File: config.mk
export PLATFORM = sky130hd
export DESIGN_NAME = ahb_mtx_out_arb
export DESIGN_NICKNAME = d
export VERILOG_FILES = /design/src/rtl/ahb_mtx_out_arb.sv
export SDC_FILE = /design/constraint.sdc
export NUM_CORES = 1
export LEC_CHECK = 0
export ABC_AREA = 0
export BUFFER_PORTS_ARGS = -buffer_cell sky130_fd_sc_hd__buf_2
export CORE_AREA = 2 2 39 41
export DETAILED_ROUTE_END_ITERATION = 10
export DIE_AREA = 0 0 41 43
export GPL_ROUTABILITY_DRIVEN = 0
export PLACE_DENSITY_LB_ADDON = 0.15
export SLEW_MARGIN = 30
export SYNTH_ARGS = -nofsm -noshare
export SYNTH_HDL_FRONTEND = slang
export SYNTH_SLANG_ARGS = --single-unit
File: constraint.sdc
create_clock -name HCLK -period 1.25 [get_ports HCLK]
set_input_delay 0.125 -clock HCLK [delete_from_list [all_inputs] [get_ports HCLK]]
set_output_delay 0.125 -clock HCLK [all_outputs]
set_load 0.01 [all_outputs]
File: src/rtl/ahb_mtx_out_arb.sv
// Output-stage arbiter for a three-port AHB bus matrix: picks the address-phase owner,
// tracks the data-phase owner and drives one-hot per-port active feedback.
module ahb_mtx_out_arb #(
    parameter int unsigned RR_EN = 1
) (
    input  logic       HCLK,
    input  logic       HRESET,
    input  logic [2:0] req_sel,
    input  logic [5:0] trans_op,
    input  logic [2:0] lock_op,
    input  logic       HREADYM,
    output logic [1:0] addr_in_port,
    output logic       no_port,
    output logic [1:0] data_in_port,
    output logic [2:0] active_op
);

    localparam logic [1:0] NoPort = 2'b11;

    logic [1:0] owner_q;
    logic [1:0] rr_ptr;
    logic [1:0] ptr_eff;
    logic [1:0] first;
    logic [5:0] order;
    logic [1:0] owner_trans;
    logic [3:0] req4;
    logic [3:0] lock4;
    logic       hold;
    logic [1:0] grant;

    // Padded copies so indexing with the "no port" code stays in range.
    assign req4  = {1'b0, req_sel};
    assign lock4 = {1'b0, lock_op};

    always_comb begin
        owner_trans = 2'b00;
        unique case (owner_q)
            2'd0:    owner_trans = trans_op[1:0];
            2'd1:    owner_trans = trans_op[3:2];
            2'd2:    owner_trans = trans_op[5:4];
            default: owner_trans = 2'b00;
        endcase
    end

    // BUSY (01) and SEQ (11) both have the low bit set.
    assign hold = (owner_q != NoPort) && req4[owner_q] && (lock4[owner_q] || owner_trans[0]);

    always_comb begin
        ptr_eff = (rr_ptr == 2'b11) ? 2'b10 : rr_ptr;
        if (RR_EN != 0) begin
            first = (ptr_eff == 2'd2) ? 2'd0 : ptr_eff + 2'd1;
        end else begin
            first = 2'd0;
        end
        unique case (first)
            2'd0:    order = {2'd2, 2'd1, 2'd0};
            2'd1:    order = {2'd0, 2'd2, 2'd1};
            default: order = {2'd1, 2'd0, 2'd2};
        endcase
        // Lowest slot of order has highest priority, so it is applied last.
        grant = NoPort;
        if (req4[order[5:4]]) grant = order[5:4];
        if (req4[order[3:2]]) grant = order[3:2];
        if (req4[order[1:0]]) grant = order[1:0];
    end

    always_comb begin
        if (!HREADYM || hold) begin
            addr_in_port = owner_q;
        end else begin
            addr_in_port = grant;
        end
        no_port      = (addr_in_port == NoPort);
        active_op[0] = (addr_in_port == 2'd0);
        active_op[1] = (addr_in_port == 2'd1);
        active_op[2] = (addr_in_port == 2'd2);
    end

    always_ff @(posedge HCLK or posedge HRESET) begin
        if (HRESET) begin
            owner_q      <= NoPort;
            data_in_port <= NoPort;
            rr_ptr       <= 2'b10;
        end else if (HREADYM) begin
            owner_q      <= addr_in_port;
            data_in_port <= addr_in_port;
            if (addr_in_port != NoPort) begin
                rr_ptr <= addr_in_port;
            end
        end
    end

endmodule

==> run metrics <==
mapped cell area=roughly 300 um2; clk_skew=roughly 0.0011 ns; cell taking the most area after synthesis=dfstp_2; max-cap violations=0; Max Root-Sink Buffers=2; xor/xnor cell area share of the yosys netlist=0%; initial antenna violation count=0; WP data arrival=between 1.5 and 2 ns; mux cell area share after synthesis=0%; largest family of logic cells by synthesized area=compound AO/OA/AOI/OAI gates; Final Cycle Share=141.4%; clock latency on the worst-skew pair=0.23 ns; Max Clk Rate=between 500 and 600 MHz; Layout area overhead=85.95%; Area contributors post-synth=dfstp_2, a21oi_1, dfrtp_1; core area=about 0.0014 mm2; critical path required time=1.12 ns; Site Rows=14; cts bufs inserted=3; post-synth top area share=between 20% and 30%; WL/cell=10.17 um; Syn Inst Count=37; final setup fails=9; # diodes=0; DPL Wire Length=between 700 and 800 um; CTS Root Cell=clkbuf_4; routed wire length=around 900 um; post-synthesis compound-gate area fraction=approximately a third; post-route setup slack=-0.5172 ns; Synth Area in Adders=0%; outcome=complete, but fails checks; maximum vdd drop=roughly 900 uV; average size of a mapped cell=slightly above 8 um2; RSZ-0062 raised after global routing=true; share of layout cells above drive strength 1=around 67%; max_slew headroom=between 80 and 90%; number of port buffers=19; min Tclk post-route=approximately 1.8 ns; largest net degree at the start of global routing=6; # nets final=between 80 and 90; Seq cells post-synth=4; Netlist cell types=21; Die Area=0.001763 mm2; total global routing overflow=0; DRT iter0 DRCs=5; CTS HTree Levels=1; DRC violations left=0; clock tree sinks=4; Pleak=about 0.27 nW; sequential-to-total area share from yosys stat=roughly a third; Synth warnings=0; setup tns final=-3.120 ns; Tightest Pin Transition=between 0.2 and 0.25 ns; global-route wire length before repair=between 1000 and 1500 um; routed vias/inst=4.337; GRT Resource Usage Total=roughly 11%; CTS tree=built; number of global-route vias before repair=between 300 and 400; Syn Nets=52; post-synthesis simple-gate area fraction=27.27%; Crit Path Max Fanout=5; violated checks=setup timing; Slew Limit Fails=0; Die H=roughly 43 um; Hold Path Class=input port to flop; die width=approximately 41 um; Startpoint Class=flop; Starting Density=between 20% and 30%; Crit. End Element=output port; Antenna Nets Post-Route=0; fill cell count=156; Reg clk slew, reported paths=approximately 0.04 ns; vias post-DR=about 370; Power Density=2261 mW/mm2; Final Hold Viols=0; io pins=23; hold_ws=0.2193 ns; Setup Crit Path Kind=flop to output port; drt first pass iters=2
metal layers:
layer	vias up	global-route usage, %	wire, um
li1	195	-	-
met1	164	12.34	362
met2	14	17.81	438
met3	0	2.094	74
met4	0	10.00	0
met5	-	0	0
layout by cell type, fill, tap and decap left out, types with 2 or more instances in the layout:
cell type | synthesis | final
and2_4 | 1 | 3
o211ai_1 | 2 | 2
nor2_1 | 4 | 4
clkbuf_4 | 0 | 3
buf_2 | 0 | 17
inv_1 | 3 | 3
dfstp_2 | 3 | 3
buf_4 | 0 | 8
a21oi_2 | 1 | 3
o21ai_1 | 3 | 3
buf_6 | 0 | 3
a21oi_1 | 5 | 3
final timing paths:
kind                            cells after the start                   start  slack [ns]                      to
worst max-delay path                                6  owner_q[1]$_DFFE_PP1P_       -0.52            active_op[2]
worst min-delay path                                3                 HREADYM        0.22  owner_q[0]$_DFFE_PP1P_
worst max register to register                      6  owner_q[1]$_DFFE_PP1P_       -0.19   rr_ptr[0]$_DFFE_PP0P_
worst min register to register                      2   rr_ptr[1]$_DFFE_PP1P_        0.48   rr_ptr[1]$_DFFE_PP1P_
max in group asynchronous                           3                  HRESET        0.72  owner_q[0]$_DFFE_PP1P_
min in group asynchronous                           3                  HRESET        0.30   rr_ptr[0]$_DFFE_PP0P_
stage by stage:
stage	setup WS (ns)	total power, W	utilization [%]	instances	area (um2)
global placement	-0.2977	0.0009569	34.18	78	473.0
global route	-0.6142	0.001383	40.69	86	563.0
CTS	-0.5298	0.001238	39.24	85	543.0
detailed placement	-0.2935	0.0009509	34.18	78	473.0
finish	-0.5172	0.001273	40.69	86	563.0
floorplan	-0.2244	0.0006669	-	37	312.8
Yosys cell counts:
master,number
a21oi_1,5
nor2_1,4
dfstp_2,3
inv_1,3
nor2b_1,3
o21ai_1,3
o211ai_1,2
a21boi_1,1
a21oi_2,1
and2_1,1
and2_2,1
and2_4,1
dfrtp_1,1
nand2_1,1
nand2b_1,1
nor2_2,1
nor3_2,1
o211ai_2,1
o21a_1,1
o21a_2,1
o21ai_0,1
power breakdown:
| group | switching, W | internal [W] |
|---|---|---|
| clock network | 0.0000563 | 0.000120 |
| registers | 0.0000530 | 0.000228 |
| logic | 0.000362 | 0.000454 |
| total | 0.000471 | 0.000802 |
worst max-delay path, stage by stage (launching register included):
cell      delay, ns
dfstp_2        0.55
o211ai_1       0.09
o21a_2         0.15
o211ai_2       0.16
and2_4         0.20
nor2b_2        0.12
buf_2          0.13
cells by family after synthesis:
logic type,count (synthesis)
buf+inv,3
simple gates,14
flops,4
compound gates,16
timing repair:
action	4_1_cts	5_1_grt
endpoints found under the setup margin	10	10
setup buffers	3	1
pin swaps	3	3
resized for setup	5	3
hold buffers	1	0
hold endpoints to repair	4	0
final cells by class:
cell class	count	area, um2	area share (%)
clock buffer	4	26.28	4.667
timing repair buffer	29	188.9	33.56
sequential	4	103.9	18.44
multi-input combinational	30	212.7	37.78
inverter	3	11.26	2.000
tap	16	20.02	3.556
flip-flops by register name (all words and copies together) (netlist names):
name / flops
owner_q: 2
rr_ptr: 2
No activity file was read; power rests on OpenSTA's default activity.
